==> config.mk <==
export PLATFORM = sky130hd
export DESIGN_NAME = wave_reader
export DESIGN_NICKNAME = d
export VERILOG_FILES = /design/src/rtl/wave_reader.sv
export SDC_FILE = /design/constraint.sdc
export NUM_CORES = 1
export LEC_CHECK = 0
export BUFFER_PORTS_ARGS = -buffer_cell sky130_fd_sc_hd__buf_2
export CAP_MARGIN = 20
export CORE_ASPECT_RATIO = 1.2
export CORE_MARGIN = 4
export CORE_UTILIZATION = 33
export DETAILED_ROUTE_END_ITERATION = 10
export SKIP_LAST_GASP = 1
export SLEW_MARGIN = 20
export SYNTH_ARGS = -nofsm -noshare
export SYNTH_HDL_FRONTEND = slang
export SYNTH_SLANG_ARGS = --single-unit
export TNS_END_PERCENT = 5
==> constraint.sdc <==
create_clock -name clk -period 7.8 [get_ports clk]
set_input_delay 1.17 -clock clk [delete_from_list [all_inputs] [get_ports clk]]
set_output_delay 1.17 -clock clk [all_outputs]
set_load 0.01 [all_outputs]
==> src/rtl/wave_reader.sv <==
// Phase-accumulator oscillator: quarter-wave ROM lookup with quadrant folding, four waveforms,
// three-stage pipeline accepting one request per cycle and strobing each finished sample.
module wave_reader #(
    parameter int unsigned ADDR_W   = 10,
    parameter int unsigned FRAC_W   = 10,
    parameter int unsigned STEP_W   = 20,
    parameter int unsigned SAMPLE_W = 16
) (
    input  logic                clk,
    input  logic                reset,
    input  logic [STEP_W-1:0]   step_size,
    input  logic [1:0]          wave_sel,
    input  logic                phase_reset,
    input  logic                generate_next,
    output logic [ADDR_W-1:0]   rom_addr,
    input  logic [SAMPLE_W-2:0] rom_data,
    output logic [SAMPLE_W-1:0] sample,
    output logic                sample_ready
);

    localparam int unsigned ACC_W = 2 + ADDR_W + FRAC_W;
    localparam int unsigned MAG_W = SAMPLE_W - 1;

    localparam logic [MAG_W-1:0]  MAG_MAX  = {MAG_W{1'b1}};
    localparam logic [ADDR_W-1:0] ADDR_MAX = {ADDR_W{1'b1}};

    localparam logic [1:0] SEL_SINE   = 2'b00;
    localparam logic [1:0] SEL_SQUARE = 2'b01;
    localparam logic [1:0] SEL_SAW    = 2'b10;

    logic [ACC_W-1:0]    phase;
    logic [ACC_W-1:0]    p_c;
    logic [ACC_W-1:0]    step_ext_c;

    // stage 1: fields of the accepted phase
    logic                s1_valid;
    logic [1:0]          s1_q;
    logic [ADDR_W-1:0]   s1_a;
    logic [MAG_W-1:0]    s1_f;
    logic [SAMPLE_W-1:0] s1_saw;
    logic [1:0]          s1_sel;

    // stage 2: waiting on ROM data
    logic                s2_valid;
    logic [1:0]          s2_q;
    logic [MAG_W-1:0]    s2_f;
    logic [SAMPLE_W-1:0] s2_saw;
    logic [1:0]          s2_sel;

    logic [MAG_W-1:0]    mag_c;
    logic [SAMPLE_W-1:0] mag_ext_c;
    logic [SAMPLE_W-1:0] wave_c;

    assign step_ext_c = ACC_W'(step_size);
    assign p_c        = phase_reset ? '0 : phase;

    // Magnitude selection and sign from the upper quadrant bit; sawtooth bypasses the fold.
    always_comb begin
        mag_c = rom_data;
        case (s2_sel)
            SEL_SINE:   mag_c = rom_data;
            SEL_SQUARE: mag_c = MAG_MAX;
            SEL_SAW:    mag_c = rom_data;
            default:    mag_c = s2_q[0] ? (MAG_MAX - s2_f) : s2_f;
        endcase
        mag_ext_c = {1'b0, mag_c};
        wave_c    = s2_q[1] ? -mag_ext_c : mag_ext_c;
        if (s2_sel == SEL_SAW) begin
            wave_c = s2_saw;
        end
    end

    always_ff @(posedge clk) begin
        if (reset) begin
            phase        <= '0;
            s1_valid     <= 1'b0;
            s1_q         <= '0;
            s1_a         <= '0;
            s1_f         <= '0;
            s1_saw       <= '0;
            s1_sel       <= '0;
            s2_valid     <= 1'b0;
            s2_q         <= '0;
            s2_f         <= '0;
            s2_saw       <= '0;
            s2_sel       <= '0;
            rom_addr     <= '0;
            sample       <= '0;
            sample_ready <= 1'b0;
        end else begin
            phase    <= generate_next ? (p_c + step_ext_c) : p_c;
            s1_valid <= generate_next;
            if (generate_next) begin
                s1_q   <= p_c[ACC_W-1 -: 2];
                s1_a   <= p_c[ACC_W-3 -: ADDR_W];
                s1_f   <= p_c[ACC_W-3 -: MAG_W];
                s1_saw <= {~p_c[ACC_W-1], p_c[ACC_W-2 -: MAG_W]};
                s1_sel <= wave_sel;
            end

            s2_valid <= s1_valid;
            if (s1_valid) begin
                // odd quadrants read the quarter wave backwards
                rom_addr <= s1_q[0] ? (ADDR_MAX - s1_a) : s1_a;
                s2_q     <= s1_q;
                s2_f     <= s1_f;
                s2_saw   <= s1_saw;
                s2_sel   <= s1_sel;
            end

            sample_ready <= s2_valid;
            if (s2_valid) begin
                sample <= wave_c;
            end
        end
    end

endmodule
**Yosys cells after proc, flatten, opt, wreduce, memory -nomap -nowiden**

Index checks and enable logic that the tools add are counted.

- Register bits after elaboration: 131
- Input bits: 41
- Word-level logic and storage cells: 31

- Add/sub/neg operators: 4
- Eq/ne operators: 2
- Multiplexer cells: 7
- Bitwise gates (word level): 1
- Reduce and logical (&&, ||, !) cells: 2

Operator list:

| operator | count |
|---|---|
| 22-bit 2-to-1 mux | 2 |
| 16-bit 2-to-1 mux | 2 |
| 15-bit one-hot mux with 2 select lines | 1 |
| 22-bit by 20-bit adder with 22-bit output | 1 |
| 15-bit negator with 16-bit output | 1 |
| 15-bit 2-to-1 mux | 1 |
| 15-bit subtractor (first input constant) | 1 |
| 10-bit 2-to-1 mux | 1 |
| 10-bit subtractor (first input constant) | 1 |
| 2-bit by 1-bit == test with 1-bit output (second input constant) | 1 |
| 2-bit == test (second input constant) | 1 |
| 2-bit logical NOT | 1 |
| 2-bit OR reduction | 1 |
| 1-bit NOT | 1 |

**Depth between registers and ports, before layout**

Gate-level depths: netlist of run 1.

- Depth in word-level cells: 6
- Gate-level depth with buffers: 11
- Depth with buffers taken out: 10

**Worst setup path after synthesis of run 1**

OpenSTA, ideal clock, no wires.

- Path type: input-to-reg
- Start: in phase_reset
- End: reg phase[18]
- Setup time: 122 ps
- Arrival time: 3464 ps
- Required time: 7678 ps
- Path slack: 4214 ps
- Stages on the path: 11
- Buffers on the path: 1
- Cell sequence: clkbuf_1 nor2b_1 ha_1 fa_1 a211oi_1 nor3_1 o31ai_2 o21ai_1 a211oi_1 xor2_1 o21ai_1

- Longest elaborated chain between the ends: 3

Ends and longest elaborated chain:

| element | RTL line | source |
|---|---|---|
| start, declared | 13 | `input logic phase_reset,` |
| 22-bit 2-to-1 mux * | 55 | `assign p_c = phase_reset ? '0 : phase;` |
| 22-bit by 20-bit adder with 22-bit output | 91 | `phase <= generate_next ? (p_c + step_ext_c) : p_c;` |
| 22-bit 2-to-1 mux * | 91 |  |
| end signal, assigned | 91 |  |
| end, declared | 31 | `logic [ACC_W-1:0] phase;` |

Mark *: on every way between the ends. The rest lies on a longest branch, timed or not.
A chain may end at the register's enable or synchronous reset.

**Worst setup path after layout of run 1**

Same ends and word-level chain as after synthesis.

==> results.toml, run 1 <==
[logic_synthesis]
synth_ff_type = "dfxtp_1"
synth_area_um2 = 5190
synth_adder_area_share_pct = 5.44
ys_seq_area_share_pct = 35.1
synth_top_family_by_area = "compound AO/OA/AOI/OAI gates"
synth_area_per_cell_um2 = 8.76
yosys.cell_types.count = 63
synth_cells = 593
synth-simple-area-share_pct = 18.5
async_flop_share_pct = 0
synth_compound_area_share_pct = 19.6
synthMuxAreaShare_pct = 9.27
syn-num-nets = 656
synth_edf_count = 0
synth-seq-cells = 91
synth-xor-area-share_pct = 8.24
ys_warn_count = 0

[outcome]
status = "finished, final reports clean"

[power_and_ir_drop]
pwr-share-comb_pct = 14.2
internal-power_uw = 834
switching_power_uw = 274
p_leak_nw = 2.59
power.clock.fraction_pct = 40.9
total_power_mw = 1.11
ir_worst_vdd_uv = 91.2
pwr-share-seq_pct = 44.9
p_per_area_nw_per_um2 = 186
switching_share_pct = 24.7

[detailed_routing]
routed-via-count = 4313
dr.pass1.iters = 5
drt_iter0_drc = 298
vias_per_cell = 5.09
wl_um = 12700
wl_per_cell_um = 15.0
route.detailed.drc = 0
ant_nets = 0

[final_layout]
fin_nets = 701
final_util_pct = 39.1
fin_cells = 847
diodes = 0
syn_to_final_growth_pct = 14.3
seq_area_um2 = 1820
fill_cells = 1593
multiInputGateArea_um2 = 3170
drive_gt1_share_pct = 15.1

[setup_path]
crit_arrival_ps = 3950
rr_worst_depth = 10
r2r_slack_ps = 4130
worstSetupPathType = "input pin to flip-flop"
cp.required_ps = 8020
worstPathMaxFanout = 23
start_kind = "input pin"
reg2reg_from = "s2_sel[0]"
r2r-end = "sample[12]"
setup.worst_path.end_class = "flip-flop"

[clock_network]
worstSkewPairLatency_ps = 340
hold_buffers = 0
clkTransAtPathRegs_ps = 70
htree_levels = 3
cts_resized = 0
cts_max_path_buffers = 2
cts_made_buffers = 9
cts_tree = "built"
clock-sinks = 91
post_cts_buffers = 0
clockRootBuffer = "clkbuf_16"

[sta]
hold_ws_ps = 466
finClkSkew_ps = 7.77
slew_violations = 0
max_freq_mhz = 268
layout_min_cycle_time_ps = 3730
hold_violations = 0
rsz0062_at_grt = "false"
setup_viol = 0
min_period_over_period_pct = 47.8
fin_tns_setup_ps = 0
slew_headroom_pct = 27.5
tightest_slew_ps = 1090

[grt]
antenna_found_initial = 0
grt_pass1_vias = 4165
overflow = 0
grt_pass1_wl_um = 20800
grt_max_degree = 83
grt_util_all_layers_pct = 14.2

[die]
row_count = 49
die_w_um = 123
start_util_pct = 34.2
fp.coreArea_um2 = 15200
die_y_um = 145
die_area_um2 = 17800
ios = 68

[hold_path]
hp-class = "flip-flop to flip-flop"
hold_depth = 2
hold_end = "sample[7]"
min_from = "sample[7]"

[run]
maxCapViolCount = 0

[place]
placed_cells = 831
dp_hpwl_um = 9180
io_buffer_count = 67
gp_congestion = 0.876
==> flip-flops by register name, indices dropped and copies added, names as in the netlist, 5 cells and up <==
signal and count:
phase 22, rom_addr 10, s1_a 9, s1_f 5, s2_f 14, sample 16
==> Yosys cell counts (5+ instances only) <==
library cell  number  area, µm²
inv_1              7       26.3
ha_1              21        263
nand4_1            5       31.3
o21ai_0           16       80.1
o32ai_1            7       61.3
a21o_1             9       67.6
nor2_1            86        323
nor2b_1           26        163
o21ai_1            7       35.0
a21oi_1           24        120
dfxtp_1           91       1820
a211oi_1          19        143
nand2_1           31        116
buf_1              5       18.8
mux2i_1           47        470
xor2_1            23        201
o22ai_1           10       62.6
xnor2_1           24        210
a31oi_1            6       37.5
and3_1             6       37.5
nand2b_1          15       93.8
nor3_1            10       50.1
o211ai_1           5       37.5
nand3_1            9       45.0
clkbuf_1          24       90.1
==> critical path: stages <==
cell,delay [ps]
buf_2,370
nor2b_1,130
ha_1,250
fa_1,430
a211oi_1,350
nor3_1,150
o31ai_2,370
o21ai_1,160
a211oi_1,310
xor2_1,180
o21ai_1,70
==> through the flow <==
stage / setup WS (ps) / instance area, µm²
after floorplan: 4210 / 5190
final: 4070 / 5940
after global placement: 3780 / 5630
after global routing: 3810 / 5940
after detailed placement: 3710 / 5630
after CTS: 4040 / 5940
==> layout by cell type (no fill, tap or decap), drive strengths merged, types with 7 or more instances in the layout <==
master and instances:
xor2 24, nand2b 15, o21ai 23, nand2 32, a21oi 25, mux2i 47
nand3 10, xnor2 24, o22ai 14, clkbuf 14, dfxtp 91, nor2b 26
a21o 10, nor3 10, buf 70, o32ai 8, a211oi 19, nor2 86
inv 7, ha 21
==> metal layers <==
metal  vias to the layer above  GRT usage [%]  routed length [µm]
met4                         0           4.15                 185
met1                      1984           19.5                5990
met3                        14           2.57                 572
met2                       101           22.9                5920
met5                         -              0                   0
li1                       2214              -                   -
==> how the worst max path moves through the flow <==
stage	from	endpoint	slack (ps)	cells after the start
after floorplan	phase_reset	phase[18]	4210	11
after global placement	phase_reset	phase[18]	3780	11
after detailed placement	phase_reset	phase[18]	3710	11
after CTS	phase_reset	phase[18]	4040	11
after global routing	phase_reset	phase[18]	3810	11
final	phase_reset	phase[18]	4070	11
==> power by group through the flow <==
stage / registers (mW) / logic (mW) / clock network, mW
finish: 0.497 / 0.157 / 0.453
global route: 0.500 / 0.175 / 0.485
CTS: 0.497 / 0.158 / 0.464
detailed placement: 0.508 / 0.157 / 0
global placement: 0.507 / 0.154 / 0
floorplan: 0.503 / 0.118 / 0
==> cell type report <==
cell class / count / share of cell area [%]
clock buffer: 14 / 4.11
clock inverter: 2 / 1.01
inverter: 7 / 0.442
multi-input combinational: 459 / 53.4
sequential: 91 / 30.7
tap: 204 / 4.30
timing repair buffer: 70 / 6.03
==> cells by family after synthesis <==
family | after synthesis
simple gates | 201
buf+inv | 43
fa+ha+maj | 22
compound gates | 140
mux | 48
flops | 91
xor+xnor | 48
Note: power is estimated with default switching activity, not from simulation.
==> run 2, diff against run 1 <==
==> constraint.sdc (replaced) <==
create_clock -name clk -period 3 [get_ports clk]
set_input_delay 0.45 -clock clk [delete_from_list [all_inputs] [get_ports clk]]
set_output_delay 0.45 -clock clk [all_outputs]
set_load 0.01 [all_outputs]
==> run 2 against run 1 <==
  * Non-clock buffer count grew 17
  * Wire length increased by 3.0%
  * Sequential share of layout area shrank 0.56 points
  * Clock power rose by 150%
  * Hold slack lost 110 ps
  * Register-to-register slack worse by 3800 ps
  * Sequential cell count unchanged
  * Via count rose by 2.1%
  * Die area unchanged
  * Setup slack got worse by 3800 ps
  * Largest power group unchanged
  * Highest routed layer unchanged
==> results.toml, run 2 (synthesized netlist as in run 1, its figures left out) <==
[detailed_routing]
wl_per_cell_um = 15.1
wl_um = 13000
ant_nets = 0
drt_iter0_drc = 245
route.detailed.drc = 0
dr.pass1.iters = 5
routed-via-count = 4404
vias_per_cell = 5.10

[die]
row_count = 49
die_w_um = 123
die_y_um = 145
ios = 68
fp.coreArea_um2 = 15200
start_util_pct = 34.2
die_area_um2 = 17800

[sta]
max_freq_mhz = 368
hold_violations = 0
slew_violations = 0
slew_headroom_pct = 37.0
finClkSkew_ps = 7.22
setup_viol = 0
min_period_over_period_pct = 90.6
fin_tns_setup_ps = 0
layout_min_cycle_time_ps = 2720
tightest_slew_ps = 945
rsz0062_at_grt = "false"

[grt]
grt_pass1_wl_um = 21500
grt_max_degree = 64
overflow = 0
grt_util_all_layers_pct = 14.8
antenna_found_initial = 0
grt_pass1_vias = 4374

[setup_path]
worstSetupPathType = "flip-flop to flip-flop"
slowest_delay_ps = 390
cp.required_ps = 3220
worstPathMaxFanout = 2
crit_chain = "nor2b_1 -> ha_1 -> fa_1 -> a211oi_1 -> nor3_1 -> o31ai_2 -> o21ai_1 -> a211oi_1 -> xor2_1 -> o21ai_1"
critPathTopFamily = "compound AO/OA/AOI/OAI gates"
cp.buffers_inverters = 0
setup.worst_path.end_class = "flip-flop"
critPathSlowestCell = "fa_1"
start_kind = "flip-flop"
crit_arrival_ps = 2940

[place]
gp_congestion = 0.890
io_buffer_count = 67
placed_cells = 848
place_area_um2 = 5760
dp_hpwl_um = 9680

[final_layout]
syn_to_final_growth_pct = 16.5
regMostFlops = "phase"
layout_common_cells = "90 x dfxtp_1, 86 x nor2_1, 67 x buf_2, 47 x mux2i_1, 31 x nand2_1"
largest_register_ffs = 22
final_util_pct = 39.8
diodes = 0
reg_top3 = "phase: 22 flops, sample: 16 flops, s2_f: 14 flops"
final_common_cell = "dfxtp_1"
drive_gt1_share_pct = 17.7
fin_cells = 864
fin_area_um2 = 6050
fin_nets = 718

[clock_network]
clkTransAtPathRegs_ps = 60
cts_tree = "built"
cts_max_path_buffers = 2
worstSkewPairLatency_ps = 340
clockRootBuffer = "clkbuf_16"
cts_resized = 0
clock-sinks = 91
post_cts_buffers = 0
htree_levels = 3
cts_made_buffers = 9
hold_buffers = 0

[power_and_ir_drop]
total_power_mw = 2.83
p_leak_nw = 2.67
p_per_area_nw_per_um2 = 467
ir_worst_vdd_uv = 266

[run]
maxCapViolCount = 0

[hold_path]
hp-class = "input pin to flip-flop"

[outcome]
status = "finished, final reports clean"
## run 2: cell types whose count changed in the layout (fill, tap and decap cells not counted)
cell	previous run	this run
buf_4	3	20
clkbuf_1	5	2
clkinv_2	0	3
bufinv_16	2	1
clkinv_4	0	1
## run 2: path summary, 6_finish.rpt
check	depth (start not counted)	to	slack (ps)	from
worst max-delay path	10	phase[18]	280	phase[0]
worst min-delay path	3	s1_sel[1]	350	wave_sel[1]
worst max register to register	10	phase[18]	280	phase[0]
worst min register to register	2	sample[7]	470	sample[7]
## run 2: cell type report
type                    count  area [µm²]
flip-flops and latches     91        1820
fillers                  1599        9160
clock inverters             5        53.8
clock buffers              11         233
inverters                   7        26.3
repair buffers             87         485
multi-input cells         459        3170
well taps                 204         255
## run 2: worst reg2reg max path, delay by kind of cell (launching register included)
kind,cells,cell delay (ps)
AOI/OAI and AO/OA,5,1270
xor gates and xnor gates,1,180
adders and majority gates,2,600
DFF,1,290
and+or+nand+nor,2,260
## run 2: where the power goes
part           total, mW  internal (mW)  switching (mW)
registers           1.29           1.26          0.0315
clock network       1.11          0.643           0.468
logic              0.426          0.188           0.237
total               2.83           2.09           0.737
## run 2: through the flow
stage                     hold WS (ps)  setup slack [ps]
after CTS                          339               246
after global placement             455               118
after detailed placement           461              7.93
after floorplan                    450               134
final                              352               283
after global routing               368              61.1
## run 2: metal layers
layer / track usage (%) / wire [µm] / vias to the layer above / share of wire (%)
li1: - / - / 2246 / -
met1: 19.2 / 6180 / 2048 / 47
met2: 24.5 / 6130 / 93 / 47
met3: 3.11 / 547 / 17 / 4.2
met4: 4.93 / 195 / 0 / 1.5
met5: 0 / 0 / - / 0
